**src/rtl/keypad_pkg.sv**
```systemverilog
// keypad_pkg: definitions shared by the keypad encoder and its letter map.
//   - key codes: row one-hot in [7:4], column one-hot in [3:0] (row0/col0 = MSB)
//   - encoder_state_t: encoder FSM states
//   - encoder_cmd_t:   command encodings accepted on the cmd input
package keypad_pkg;

    // Letter group keys
    localparam logic [7:0] KEY_ABC  = 8'h84;
    localparam logic [7:0] KEY_DEF  = 8'h82;
    localparam logic [7:0] KEY_GHI  = 8'h48;
    localparam logic [7:0] KEY_JKL  = 8'h44;
    localparam logic [7:0] KEY_MNO  = 8'h42;
    localparam logic [7:0] KEY_PQRS = 8'h28;
    localparam logic [7:0] KEY_TUV  = 8'h24;
    localparam logic [7:0] KEY_WXYZ = 8'h22;

    // Control keys
    localparam logic [7:0] KEY_SUBMIT_LETTER = 8'h18;
    localparam logic [7:0] KEY_CLEAR         = 8'h14;
    localparam logic [7:0] KEY_SUBMIT_WORD   = 8'h12;
    localparam logic [7:0] KEY_GAME_END      = 8'h21;

    typedef enum logic [2:0] {
        ST_IDLE     = 3'd0,
        ST_HOLD     = 3'd1,
        ST_GAP      = 3'd2,
        ST_SUB_HOLD = 3'd3,
        ST_SUB_GAP  = 3'd4
    } encoder_state_t;

    typedef enum logic [1:0] {
        CMD_LETTER      = 2'b00,
        CMD_SUBMIT_WORD = 2'b01,
        CMD_CLEAR       = 2'b10,
        CMD_GAME_END    = 2'b11
    } encoder_cmd_t;

endpackage

```
**src/rtl/keypad_letter_map.sv**
```systemverilog
// keypad_letter_map: combinational ASCII -> multi-tap key translation.
//   ascii    in  8  letter, upper or lower case
//   valid    out 1  ascii is 'A'-'Z' or 'a'-'z'
//   key_code out 8  group key for the letter (0 when invalid)
//   presses  out 3  taps needed to reach the letter within its group, 1..4
//                   (0 when invalid)
module keypad_letter_map
    import keypad_pkg::*;
(
    input  logic [7:0] ascii,
    output logic       valid,
    output logic [7:0] key_code,
    output logic [2:0] presses
);

    logic [7:0] upper;
    logic [7:0] idx;
    logic [7:0] base;
    logic [2:0] offset;

    always_comb begin
        upper = ascii;
        if (ascii >= 8'd97 && ascii <= 8'd122) begin
            upper = ascii - 8'd32;
        end

        valid = (upper >= 8'd65) && (upper <= 8'd90);
        idx   = upper - 8'd65;

        // Groups are 3 letters wide except PQRS and WXYZ (4 letters).
        key_code = 8'h00;
        base     = 8'd0;
        if (!valid) begin
            key_code = 8'h00;
            base     = 8'd0;
        end else if (idx < 8'd3) begin
            key_code = KEY_ABC;
            base     = 8'd0;
        end else if (idx < 8'd6) begin
            key_code = KEY_DEF;
            base     = 8'd3;
        end else if (idx < 8'd9) begin
            key_code = KEY_GHI;
            base     = 8'd6;
        end else if (idx < 8'd12) begin
            key_code = KEY_JKL;
            base     = 8'd9;
        end else if (idx < 8'd15) begin
            key_code = KEY_MNO;
            base     = 8'd12;
        end else if (idx < 8'd19) begin
            key_code = KEY_PQRS;
            base     = 8'd15;
        end else if (idx < 8'd22) begin
            key_code = KEY_TUV;
            base     = 8'd19;
        end else begin
            key_code = KEY_WXYZ;
            base     = 8'd22;
        end

        // Offset within a group is at most 3, so three bits hold it exactly.
        offset  = 3'(idx - base);
        presses = valid ? (offset + 3'd1) : 3'd0;
    end

endmodule

```
**src/rtl/keypad_encoder.sv**
```systemverilog
// keypad_encoder: replays one command as timed keypad activity.
//   clk, rst   clock; asynchronous active-high reset
//   start      command request, sampled only while idle
//   cmd        00 letter, 01 submit word, 10 clear, 11 game end
//   ascii      letter for cmd=00 (lower case folded to upper)
//   cur_key    key code being "held" (0 when no key pressed)
//   strobe     one-cycle pulse on the first cycle of each press
//   busy       high while a sequence is being played
//   done       one-cycle pulse in the last cycle of a sequence
//   error      one-cycle pulse after a letter command with invalid ascii
//   dbg_state  current FSM state (encoder_state_t encoding)
//
// Handshake: start is a request without a ready. It is taken only when the
// FSM is idle (busy low); a start seen while busy, including the done cycle,
// is dropped, not queued. The request is complete when done or error pulses.
// All outputs come straight from flops.
module keypad_encoder
    import keypad_pkg::*;
#(
    parameter int HOLD_CYCLES = 2,
    parameter int GAP_CYCLES  = 4
) (
    input  logic       clk,
    input  logic       rst,
    input  logic       start,
    input  logic [1:0] cmd,
    input  logic [7:0] ascii,
    output logic [7:0] cur_key,
    output logic       strobe,
    output logic       busy,
    output logic       done,
    output logic       error,
    output logic [2:0] dbg_state
);

    localparam int MAX_PHASE = (HOLD_CYCLES > GAP_CYCLES) ? HOLD_CYCLES : GAP_CYCLES;
    localparam int TW        = $clog2(MAX_PHASE + 1);

    // Timer counts down to zero; the phase ends in the cycle it reads zero.
    localparam logic [TW-1:0] HOLD_LOAD = TW'(HOLD_CYCLES - 1);
    localparam logic [TW-1:0] GAP_LOAD  = TW'(GAP_CYCLES - 1);

    encoder_state_t state_q, state_d;
    logic [TW-1:0]  timer_q, timer_d;
    logic [2:0]     presses_q, presses_d;  // presses left, including current
    logic [7:0]     key_q, key_d;
    logic           letter_q, letter_d;    // latched "command is a letter"

    logic [7:0]     cur_key_d;
    logic           strobe_d, busy_d, done_d, error_d;

    logic           map_valid;
    logic [7:0]     map_key;
    logic [2:0]     map_presses;
    encoder_cmd_t   cmd_e;

    assign cmd_e = encoder_cmd_t'(cmd);

    keypad_letter_map u_letter_map (
        .ascii    (ascii),
        .valid    (map_valid),
        .key_code (map_key),
        .presses  (map_presses)
    );

    // Next-state and next-output logic
    always_comb begin
        state_d   = state_q;
        timer_d   = timer_q;
        presses_d = presses_q;
        key_d     = key_q;
        letter_d  = letter_q;
        error_d   = 1'b0;

        case (state_q)
            ST_IDLE: begin
                if (start) begin
                    if (cmd_e == CMD_LETTER) begin
                        if (map_valid) begin
                            key_d     = map_key;
                            presses_d = map_presses;
                            letter_d  = 1'b1;
                            timer_d   = HOLD_LOAD;
                            state_d   = ST_HOLD;
                        end else begin
                            error_d = 1'b1;
                        end
                    end else begin
                        case (cmd_e)
                            CMD_SUBMIT_WORD: key_d = KEY_SUBMIT_WORD;
                            CMD_CLEAR:       key_d = KEY_CLEAR;
                            default:         key_d = KEY_GAME_END;
                        endcase
                        presses_d = 3'd1;
                        letter_d  = 1'b0;
                        timer_d   = HOLD_LOAD;
                        state_d   = ST_HOLD;
                    end
                end
            end

            ST_HOLD: begin
                if (timer_q == '0) begin
                    timer_d = GAP_LOAD;
                    state_d = ST_GAP;
                end else begin
                    timer_d = timer_q - TW'(1);
                end
            end

            ST_GAP: begin
                if (timer_q == '0) begin
                    if (presses_q > 3'd1) begin
                        presses_d = presses_q - 3'd1;
                        timer_d   = HOLD_LOAD;
                        state_d   = ST_HOLD;
                    end else if (letter_q) begin
                        timer_d = HOLD_LOAD;
                        state_d = ST_SUB_HOLD;
                    end else begin
                        timer_d = '0;
                        state_d = ST_IDLE;
                    end
                end else begin
                    timer_d = timer_q - TW'(1);
                end
            end

            ST_SUB_HOLD: begin
                if (timer_q == '0) begin
                    timer_d = GAP_LOAD;
                    state_d = ST_SUB_GAP;
                end else begin
                    timer_d = timer_q - TW'(1);
                end
            end

            ST_SUB_GAP: begin
                if (timer_q == '0) begin
                    timer_d = '0;
                    state_d = ST_IDLE;
                end else begin
                    timer_d = timer_q - TW'(1);
                end
            end

            default: begin
                timer_d = '0;
                state_d = ST_IDLE;
            end
        endcase

        // Outputs are derived from the next state so they can be registered
        // and still line up with the state they describe.
        strobe_d = ((state_d == ST_HOLD)     && (state_q != ST_HOLD)) ||
                   ((state_d == ST_SUB_HOLD) && (state_q != ST_SUB_HOLD));

        cur_key_d = 8'h00;
        if (state_d == ST_HOLD) begin
            cur_key_d = key_d;
        end else if (state_d == ST_SUB_HOLD) begin
            cur_key_d = KEY_SUBMIT_LETTER;
        end

        busy_d = (state_d != ST_IDLE);

        // Final gap: the submit-letter gap, or the single gap of a
        // non-letter command.
        done_d = (timer_d == '0) &&
                 ((state_d == ST_SUB_GAP) || ((state_d == ST_GAP) && !letter_d));
    end

    // State, counters and output registers
    always_ff @(posedge clk or posedge rst) begin
        if (rst) begin
            state_q   <= ST_IDLE;
            timer_q   <= '0;
            presses_q <= 3'd0;
            key_q     <= 8'h00;
            letter_q  <= 1'b0;
            cur_key   <= 8'h00;
            strobe    <= 1'b0;
            busy      <= 1'b0;
            done      <= 1'b0;
            error     <= 1'b0;
        end else begin
            state_q   <= state_d;
            timer_q   <= timer_d;
            presses_q <= presses_d;
            key_q     <= key_d;
            letter_q  <= letter_d;
            cur_key   <= cur_key_d;
            strobe    <= strobe_d;
            busy      <= busy_d;
            done      <= done_d;
            error     <= error_d;
        end
    end

    assign dbg_state = state_q;

endmodule

```
**config.mk**
```make
export PLATFORM = sky130hd
export DESIGN_NAME = keypad_encoder
export DESIGN_NICKNAME = d
export VERILOG_FILES = /design/src/rtl/keypad_pkg.sv /design/src/rtl/keypad_letter_map.sv /design/src/rtl/keypad_encoder.sv
export SDC_FILE = /design/constraint.sdc
export NUM_CORES = 1
export LEC_CHECK = 0
export ABC_AREA = 1
export BUFFER_PORTS_ARGS = -buffer_cell sky130_fd_sc_hd__buf_2
export CAP_MARGIN = 10
export CORE_MARGIN = 1
export CORE_UTILIZATION = 50
export DETAILED_ROUTE_END_ITERATION = 10
export HOLD_SLACK_MARGIN = 0.15
export PLACE_DENSITY = 0.72
export SLEW_MARGIN = 15
export SYNTH_ARGS = -nofsm -noshare
export SYNTH_HDL_FRONTEND = slang
export SYNTH_SLANG_ARGS = --single-unit
```
**constraint.sdc**
```tcl
create_clock -name clk -period 3 [get_ports clk]
set_clock_uncertainty 0.2 [all_clocks]
set_input_delay 0.6 -clock clk [delete_from_list [all_inputs] [get_ports clk]]
set_output_delay 0.6 -clock clk [all_outputs]
set_load 0.005 [all_outputs]
```
==> results of run 1 <==
[routing by layer]
layer  wire [um]  global-route usage
met1        2110               0.260
met2        2370               0.396
met3         195              0.0365
met4          65              0.0726
met5           0                   0
[cell families (layout without fill, tap and decap cells)]
logic type	count (synthesis)	after routing
compound gates	45	45
xor+xnor	4	4
fa+ha+maj	16	16
buf+inv	56	132
flops	30	30
simple gates	143	143
[through the flow]
stage / hold WS, ps / setup TNS (ps) / cell area [um2] / total power [mW]
finish: 174 / -198 / 2980 / 1.91
global route: 215 / -594 / 2980 / 2.08
CTS: 185 / -253 / 2890 / 1.90
detailed placement: 258 / -1230 / 2770 / 1.49
global placement: 251 / -1020 / 2770 / 1.47
floorplan: 236 / -390 / 2270 / 1.21
[cells in the final DEF, fill, tap and decap left out, types with 2 or more instances in the layout]
master	synthesis	final
a22oi_1	3	3
nor2_2	6	6
nor3_1	4	4
buf_2	0	24
nand2_4	9	10
nor2_8	2	2
nor2_1	28	28
ha_4	0	3
nand2_2	9	9
nand3b_1	3	3
a21oi_1	16	14
o21ai_0	14	13
o31ai_1	2	2
buf_4	0	42
o21ai_1	1	2
xnor2_1	3	2
clkbuf_8	0	5
nand3_2	3	3
clkinv_2	0	2
nand3_1	12	12
ha_1	16	11
inv_1	48	44
dfrtp_1	30	30
inv_4	1	2
nor2_4	3	3
ha_2	0	2
inv_2	7	9
a21oi_2	2	4
nand4_1	5	5
o221ai_1	2	2
nand2_1	55	54
[where the power goes]
part | switching, mW | internal (mW) | total [mW]
Combinational | 0.545 | 0.342 | 0.887
Sequential | 0.0677 | 0.545 | 0.613
Clock | 0.162 | 0.244 | 0.406
Total | 0.774 | 1.13 | 1.91
[registers in the layout (all words and copies together), names as in the netlist]
name and flops:
dbg_state 3, error 1, presses_q 3, strobe 1, timer_q 3, busy 1, letter_q 1, cur_key 8
key_q 8, done 1
[how the worst min path moves through the flow]
stage / from / to / slack, ps / cells past startpoint
after floorplan: key_q[0] / key_q[0] / 240 / 2
after global placement: key_q[0] / key_q[0] / 250 / 2
after detailed placement: key_q[0] / key_q[0] / 260 / 2
after CTS: rst / key_q[6] / 180 / 3
after global routing: rst / error / 210 / 3
final: rst / key_q[6] / 170 / 3
[critical path, delay by kind of cell]
| kind | cells | cell delay [ps] |
|---|---|---|
| adders and majority gates | 3 | 500 |
| AOI/OAI and AO/OA | 3 | 250 |
| and+or+nand+nor | 15 | 1350 |
| xor gates and xnor gates | 2 | 260 |
| buffers and inverters | 3 | 180 |
[layout make-up]
cell class / instances / area, um2 / area share
clock inverter: 3 / 40.0 / 0.0134
clock buffer: 5 / 68.8 / 0.0231
tap: 52 / 65.1 / 0.0218
timing repair buffer: 68 / 462 / 0.155
sequential: 30 / 751 / 0.252
inverter: 56 / 220 / 0.0739
multi-input combinational: 208 / 1370 / 0.461
[timing repair]
| action | in CTS | in global routing |
|---|---|---|
| setup buffers | 0 | 1 |
| setup endpoints to repair | 2 | 3 |
| cloned | 0 | 0 |
| pin swaps | 5 | 16 |
| gates resized for setup | 6 | 20 |
==> out/metrics.yaml, run 1 <==
antenna_found_initial: 0
fin_crit_sh: 1.07
grt_pass1_vias: 2094
start_util: 0.518
synth_edf_count: 0
yosysSeqAreaShare: 0.333
p_per_area_nw_per_um2: 640
drive_above_1_share: 0.368
hold_viol: 0
setup_violations: 1
leakage_nw: 1.61
crit_type: "input pin to flip-flop"
die_w_um: 69.2
max_freq_ghz: 0.313
r2r_setup_slack_ps: 630
drc: 0
finalWirelength_um: 4740
cp_slowest_cell: "ha_2"
slew_viol_final: 0
violations: "setup timing"
rows: 24
worst_ir_drop_vdd_uv: 518
die_area_um2: 4780
synth_top_area_frac: 0.333
stdcell_count: 422
io_pins: 28
netlist_top_cells_area: "dfrtp_1 (33%), nand2_1 (9.2%), ha_1 (8.9%), inv_1 (8.0%), nor2_1 (4.7%)"
placed_cells: 413
cts_sinks: 30
synth.area.mux_share: 0
critPathMaxFanout: 5
synth_fa_ha_area_frac: 0.0888
fin_nets: 398
wl_per_cell_um: 11.2
status: "finished, violations left"
grt_setup_unrepaired: "true"
synth_xor_xnor_area_share: 0.0155
tritoncts: "built"
antenna_cells: 0
syn_area_per_cell_um2: 7.67
fin_ws_ps: -198
yosysMostFrequentCell: "nand2_1"
clk_latency_ps: 290
design.core.area_um2: 4350
holdBufCountCts: 0
r2r-end: "cur_key[3]"
grt_pass1_wl_um: 8580
cp_common_cell: "nand2_4"
cts_buffer_depth: 2
synthSimpleGateAreaFrac: 0.351
grt_start_max_net_pins: 31
grt_overflow: 0
r2r_cells: 13
end_kind: "flip-flop"
die_h_um: 69.2
r2r_start: "dbg_state[0]"
numCtsBuffers: 5
synth_cell_types: 35
dp_hpwl_um: 3770
synth_area_um2: 2250
hp-class: "input pin to asynchronous set/reset pin"
synth.largest_area_cell: "dfrtp_1"
ys_ff_latch: 30
area_growth_pct: 32.1
synthTopCellsByCount: "nand2_1 (55), inv_1 (48), dfrtp_1 (30)"
endpoint: "presses_q[2]"
cpPeakStageDelay_ps: 220
cts.clk_slew.worst_paths_ps: 70
pre_cts_slack_ps: -627
max_slew.worst_pin.slew_ps: 383
max_cap_violations: 0
ant_nets: 0
num_vias: 2125
slew_headroom: 0.744
synth_top_family_by_area: "simple AND/OR/NAND/NOR gates"
htree_levels: 2
portBuffers: 27
avgViaCountPerCell: 5.04
worstPathArrival_ps: 3180
min_period_ps: 3200
gp_congestion: 0.858
ys.flop_type: "dfrtp_1"
synth_fp_nets: 323
required_ps: 2980
critPathLaunchType: "input pin"
drt_first_pass_iters: 4
track_usage: 0.218
critPathLaunch: "ascii[1]"
first_iter_violations: 103
synth_compound_area_frac: 0.118
synthArstFlopShare: 1.00
yosysWarnings: 0
cts_root_buf: "clkbuf_8"
final_util: 0.684
syn-instance-count: 294
fillers: 381
Power figures use the tool's default switching activity.
==> run 2: changes to the inputs <==
--- a/config.mk
+++ b/config.mk
@@ -12,7 +12,7 @@
 export CORE_UTILIZATION = 50
 export DETAILED_ROUTE_END_ITERATION = 10
 export HOLD_SLACK_MARGIN = 0.15
-export PLACE_DENSITY = 0.72
+export PLACE_DENSITY = 0.7
 export SLEW_MARGIN = 15
 export SYNTH_ARGS = -nofsm -noshare
 export SYNTH_HDL_FRONTEND = slang
==> constraint.sdc (replaced) <==
create_clock -name clk -period 3.5 [get_ports clk]
set_clock_uncertainty 0.2 [all_clocks]
set_input_delay 0.7 -clock clk [delete_from_list [all_inputs] [get_ports clk]]
set_output_delay 0.7 -clock clk [all_outputs]
set_load 0.005 [all_outputs]
==> run 2 against run 1 <==
  * Global-route usage grew 0.55 points
  * Critical endpoint unchanged
  * The flow now finishes without violations
  * Die area stayed put
  * Utilization shrank 1.7 points
  * Register-to-register slack improved by 460 ps
  * Sequential power decreased by 14%
  * Non-clock buffer count fell by 9
  * Flip-flop and latch count stayed put
  * Routed wire length up 5.0%
==> out/metrics.yaml, run 2 (synthesis results as in run 1) <==
status: "finished, final reports clean"
io_pins: 28  # unchanged
wl_met3_um: 115  # -41%
min_period_ps: 3360
pre_cts_slack_ps: -206  # +422 ps
p_per_area_nw_per_um2: 544  # -15%
numCtsBuffers: 5  # unchanged
first_iter_violations: 85  # -17%
track_usage: 0.224  # +0.00545
wl_met1_um: 2220  # +5.3%
cts_buffer_depth: 2  # unchanged
fillers: 377  # -1.0%
critPathMaxFanout: 5  # unchanged
grt_overflow: 0  # unchanged
fin_crit_sh: 0.960
max_cap_violations: 0  # unchanged
die_w_um: 69.2  # unchanged
r2r_setup_slack_ps: 1090  # +460 ps
design.core.area_um2: 4350  # unchanged
htree_levels: 2  # unchanged
crit_type: "input pin to flip-flop"
cts.clk_slew.worst_paths_ps: 70  # about the same
setup_violations: 0  # -1
cts_sinks: 30  # unchanged
critPathLaunchType: "input pin"
largestRegisters: "cur_key (8), key_q (8)"
max_freq_ghz: 0.298
cts_root_buf: "clkbuf_8"
hold_path_end: "key_q[0]"
placed_area_um2: 2660  # -4.2%
antenna_found_initial: 0  # unchanged
hold_start: "key_q[0]"
grt_pass1_wl_um: 8550  # -0.31%
slew_headroom: 0.700  # -0.0443
finalWirelength_um: 4980  # +5.0%
area_growth_pct: 28.7
dp_hpwl_um: 3790  # +0.68%
rows: 24  # unchanged
hp-class: "flip-flop to flip-flop"
mostFrequentLayoutCells: "nand2_1 (53), inv_1 (46), buf_4 (32)"
dr_wl_met2_um: 2550  # +7.3%
avgViaCountPerCell: 5.04  # +0.16%
gp_congestion: 0.835  # -2.7%
grt_pass1_vias: 2098  # +0.19%
ant_nets: 0  # unchanged
r2r_cells: 13  # unchanged
worstPathArrival_ps: 3340  # +160 ps
final_common_cell: "nand2_1"
r2r-end: "cur_key[3]"
holdBufCountCts: 0  # unchanged
dr.max_layer_used: "met4"
max_slew.worst_pin.slew_ps: 445  # +61.7 ps
fin_nets: 389  # -2.3%
hold_depth: 2
worst_ir_drop_vdd_uv: 452  # -13%
critPathLaunch: "ascii[1]"
grt_start_max_net_pins: 31  # unchanged
num_vias: 2083  # -2.0%
required_ps: 3480  # +500 ps
tritoncts: "built"
stdcell_area_um2: 2900  # -2.5%
start_util: 0.518  # unchanged
hold_viol: 0  # unchanged
antenna_cells: 0  # unchanged
grt_setup_unrepaired: "true"
clk_latency_ps: 290  # about the same
die_h_um: 69.2  # unchanged
r2r_start: "dbg_state[0]"
wl_per_cell_um: 12.1  # +7.3%
fin_ws_ps: 139  # +337 ps
portBuffers: 27  # unchanged
slew_viol_final: 0  # unchanged
die_area_um2: 4780  # unchanged
drive_above_1_share: 0.349  # -0.0185
leakage_nw: 1.58  # -1.9%
drc: 0  # unchanged
drt_first_pass_iters: 4  # unchanged
end_kind: "flip-flop"
==> run 2: changes by cell type in the layout (fill, tap and decap cells not counted), sizes merged <==
cell and change:
clkinv -1, clkbuf +1, clkinvlp +1, bufinv -1
buf -9
==> run 2: cell type report <==
type,instances,area (um2),share of cell area
Timing Repair Buffer,59,398,0.137
Sequential cell,30,751,0.259
Clock buffer,6,82.6,0.0284
Multi-Input combinational cell,208,1370,0.472
Tap cell,52,65.1,0.0224
Clock inverter,2,12.5,0.00431
Inverter,56,223,0.0767
==> run 2: power breakdown <==
group | internal (mW) | switching (mW) | total (mW)
combinational | 0.287 | 0.470 | 0.757
clock | 0.158 | 0.138 | 0.296
sequential | 0.468 | 0.0593 | 0.527
==> run 2: timing repair <==
item,4_1_cts,5_1_grt
endpoints found under the setup margin,0,1
setup buffers,0,5
resized for setup,0,31
==> run 2: worst max-delay path, cell delays in order <==
cell	delay, ps
buf_8	90
inv_8	30
ha_4	140
nand3b_1	190
nor2_4	140
nor2_4	60
nand2_4	100
nand2_4	70
nand2_4	60
nand2_4	60
nor2_8	140
nand2_4	90
nor2_8	160
nand2_4	80
a31oi_4	150
ha_1	240
inv_1	60
ha_2	180
xnor2_2	130
xnor2_2	140
inv_1	50
nand3_1	80
nand2_1	50
nand2_1	70
a21oi_2	50
==> run 2: metrics by stage <==
stage | instances | utilization | TNS (ps) | total power [mW] | hold slack [ps]
after detailed placement | 400 | 0.610 | -206 | 1.26 | 256
after global routing | 413 | 0.667 | -87.0 | 1.72 | 303
final | 413 | 0.667 | 0 | 1.58 | 265
after floorplan | 294 | - | 0 | 1.04 | 236
after global placement | 400 | 0.610 | -121 | 1.24 | 251
after CTS | 408 | 0.632 | 0 | 1.57 | 270
==> run 2: routing by layer <==
metal | track usage | up-vias
li1 | - | 1075
met1 | 0.250 | 982
met2 | 0.396 | 19
met3 | 0.0570 | 7
met4 | 0.104 | 0
met5 | 0 | -
==> run 2: worst max-delay path by stage <==
stage                         endpoint  slack (ps)
after global placement    presses_q[2]        -120
after global routing      presses_q[2]         -90
after floorplan           presses_q[2]          30
final                     presses_q[2]         140
after CTS                 presses_q[2]         100
after detailed placement  presses_q[2]        -210
==> run 3: changes to the inputs <==
--- a/config.mk
+++ b/config.mk
@@ -5,7 +5,6 @@
 export SDC_FILE = /design/constraint.sdc
 export NUM_CORES = 1
 export LEC_CHECK = 0
-export ABC_AREA = 1
 export BUFFER_PORTS_ARGS = -buffer_cell sky130_fd_sc_hd__buf_2
 export CAP_MARGIN = 10
 export CORE_MARGIN = 1
==> run 3 against run 2 <==
  * Register-to-register slack got worse by 410 ps
  * Area after synthesis increased by 2.8%
  * Utilization decreased by 0.77 points
  * Die area increased by 2.8%
  * Fmax decreased by 3.6%
  * Critical endpoint unchanged
  * Highest routed layer unchanged
  * Sequential power increased by 7.4%
==> out/metrics.yaml, run 3 <==
status: "finished, final reports clean"
ys_ff_latch: 30  # unchanged
wl_per_cell_um: 14.9  # +24%
gp_congestion: 0.841  # +0.74%
synth_top_area_frac: 0.324  # -0.00916
min_period_ps: 3490  # +127 ps
die_area_um2: 4910  # +2.8%
fin_crit_sh: 0.996  # +0.0362
drc: 0  # unchanged
area_growth_pct: 25.5
htree_levels: 2  # unchanged
cts_buffer_depth: 2  # unchanged
leakage_nw: 1.34  # -15%
syn-instance-count: 271  # -7.8%
avgViaCountPerCell: 5.86  # +16%
synth_cell_types: 63  # +80%
holdBufCountCts: 0  # unchanged
die_w_um: 70.1  # +1.4%
fillers: 364  # -3.4%
finalWirelength_um: 5560  # +12%
ant_nets: 0  # unchanged
grt_pass1_vias: 2011  # -4.1%
first_iter_violations: 201  # +140%
fin_ws_ps: 12.7  # -127 ps
antenna_cells: 0  # unchanged
numCtsBuffers: 5  # unchanged
synth.largest_area_cell: "dfrtp_1"
crit_chain: "buf_2, inv_2, ha_4, or4b_4, o21ai_4, nor2_2, o32ai_4, a31oi_1, ha_1, inv_2, ha_4, xnor2_2, xnor2_1, xnor2_1, a221o_1"
clk_latency_ps: 290  # about the same
power_mw: 1.81  # +15%
io_pins: 28  # unchanged
synth_fp_nets: 300  # -7.1%
synth_edf_count: 0  # unchanged
crit_type: "input pin to flip-flop"
mostFrequentLayoutCells: "dfrtp_1 (30), buf_4 (29), buf_2 (26)"
syn_area_per_cell_um2: 8.56  # +12%
cts.clk_slew.worst_paths_ps: 70  # about the same
drt_first_pass_iters: 4  # unchanged
netlist_top_cells_area: "dfrtp_1 (32%), ha_1 (8.6%), a21oi_1 (4.3%), nor2_1 (3.4%), nor2b_1 (3.2%)"
synth_area_um2: 2320  # +2.8%
p_per_area_nw_per_um2: 623  # +15%
drive_above_1_share: 0.280  # -0.0687
hp-class: "flip-flop to flip-flop"
worstPathArrival_ps: 3460  # +120 ps
grt_overflow: 0  # unchanged
cts_root_buf: "clkbuf_8"
final_util: 0.659  # -0.00765
yosysMostFrequentCell: "dfrtp_1"
antenna_found_initial: 0  # unchanged
grt_setup_unrepaired: "true"
yosysWarnings: 0  # unchanged
slew_viol_final: 0  # unchanged
ys.flop_type: "dfrtp_1"
tritoncts: "built"
critPathMaxFanout: 4  # -1
fin_nets: 349  # -10%
cp_top_family: "compound AO/OA/AOI/OAI gates"
grt_start_max_net_pins: 24  # -23%
start_util: 0.525  # +0.00741
slew_headroom: 0.382  # -0.318
placed_cells: 363  # -9.3%
largestRegisters: "cur_key (8), key_q (8)"
pre_cts_slack_ps: -364  # -159 ps
dp_hpwl_um: 4150  # +9.5%
track_usage: 0.241  # +0.0170
synthTopCellsByCount: "dfrtp_1 (30), nor2_1 (21), a21oi_1 (20)"
final_common_cell: "dfrtp_1"
cpPeakStageDelay_ps: 500  # +260 ps
max_cap_violations: 0  # unchanged
stdcell_count: 373  # -9.7%
design.core.area_um2: 4410  # +1.4%
worst_ir_drop_vdd_uv: 391  # -14%
max_freq_ghz: 0.287  # -3.6%
yosysSeqAreaShare: 0.324  # -0.00916
required_ps: 3470  # about the same
critPathLaunchType: "input pin"
cp_slowest_cell: "or4b_4"
max_slew.worst_pin.slew_ps: 926  # +481 ps
hold_viol: 0  # unchanged
die_h_um: 70.1  # +1.4%
setup_violations: 0  # unchanged
cts_sinks: 30  # unchanged
grt_pass1_wl_um: 9540  # +12%
portBuffers: 27  # unchanged
synthArstFlopShare: 1.00  # unchanged
rows: 24  # unchanged
num_vias: 2184  # +4.8%
crit_buf_inv: 3  # -1
end_kind: "flip-flop"
-- run 3: changes by cell type after synthesis, sizes merged, moves of 5 or more --
cell,change
inv,-35
o21ai,-5
nand3,-13
nor2b,+12
clkbuf,+10
or3,+6
nand2,-56
a211oi,+5
nor2,-18
nand2b,+9
-- run 3: final timing paths --
| kind | from | to | slack [ps] | cells after the start |
|---|---|---|---|---|
| min | key_q[0] | key_q[0] | 270 | 1 |
| min reg2reg | key_q[0] | key_q[0] | 270 | 1 |
| max | ascii[1] | presses_q[2] | 10 | 15 |
| max in group asynchronous | rst | key_q[7] | 2040 | 3 |
| max reg2reg | timer_q[0] | presses_q[2] | 680 | 9 |
| min in group asynchronous | rst | key_q[3] | 410 | 2 |
-- run 3: timing repair --
action                                 in CTS  in global routing
setup endpoints to repair                   1                  1
pin swaps                                   1                  4
endpoints found under the hold margin       0                  0
buffers inserted                            0                  2
gates resized for setup                     3                  2
-- run 3: layout make-up --
type                       instances  area (um2)  share of cell area
tap                               52        65.1              0.0224
multi-input combinational        206        1510               0.519
inverter                          21        82.6              0.0284
timing repair buffer              56         359               0.123
clock buffer                       6        82.6              0.0284
sequential                        30         751               0.258
clock inverter                     2        60.1              0.0206
-- run 3: cells by family after synthesis --
logic type | Yosys count | synth area share
XOR/XNOR | 6 | 0.0227
AO/OA/AOI/OAI | 84 | 0.259
buffers and inverters | 35 | 0.0615
multiplexers | 5 | 0.0221
AND/OR/NAND/NOR | 95 | 0.225
adder cells (fa/ha/maj) | 16 | 0.0863
flip-flops | 30 | 0.324
-- run 3: stage by stage --
| step | TNS, ps | hold WS, ps | instance area, um2 |
|---|---|---|---|
| final | 0 | 265 | 2910 |
| after global routing | -148 | 297 | 2910 |
| after CTS | 0 | 269 | 2880 |
| after detailed placement | -403 | 254 | 2730 |
| after global placement | -244 | 251 | 2730 |
| after floorplan | -55.4 | 239 | 2400 |
-- run 3: report_power, final --
part           switching (mW)  leakage [nW]  internal (mW)
Combinational           0.433         0.878          0.374
Clock                   0.136        0.0714          0.304
Sequential             0.0984         0.389          0.468
-- run 3: worst reg2reg max path, cell delays in order (launching register included) --
cell and delay, ps:
dfrtp_1 440, or2_2 340, inv_1 60, ha_1 340, o41ai_1 150, a22oi_1 200, nor2_1 150, nand2b_2 320
o21bai_1 190, a221o_1 310
-- run 3: metal layers --
metal	GRT usage	vias up	routed length [um]
met3	0.0462	8	235
met2	0.361	57	2460
met1	0.358	1026	2810
met5	0	-	0
li1	-	1093	-
met4	0.0578	0	55
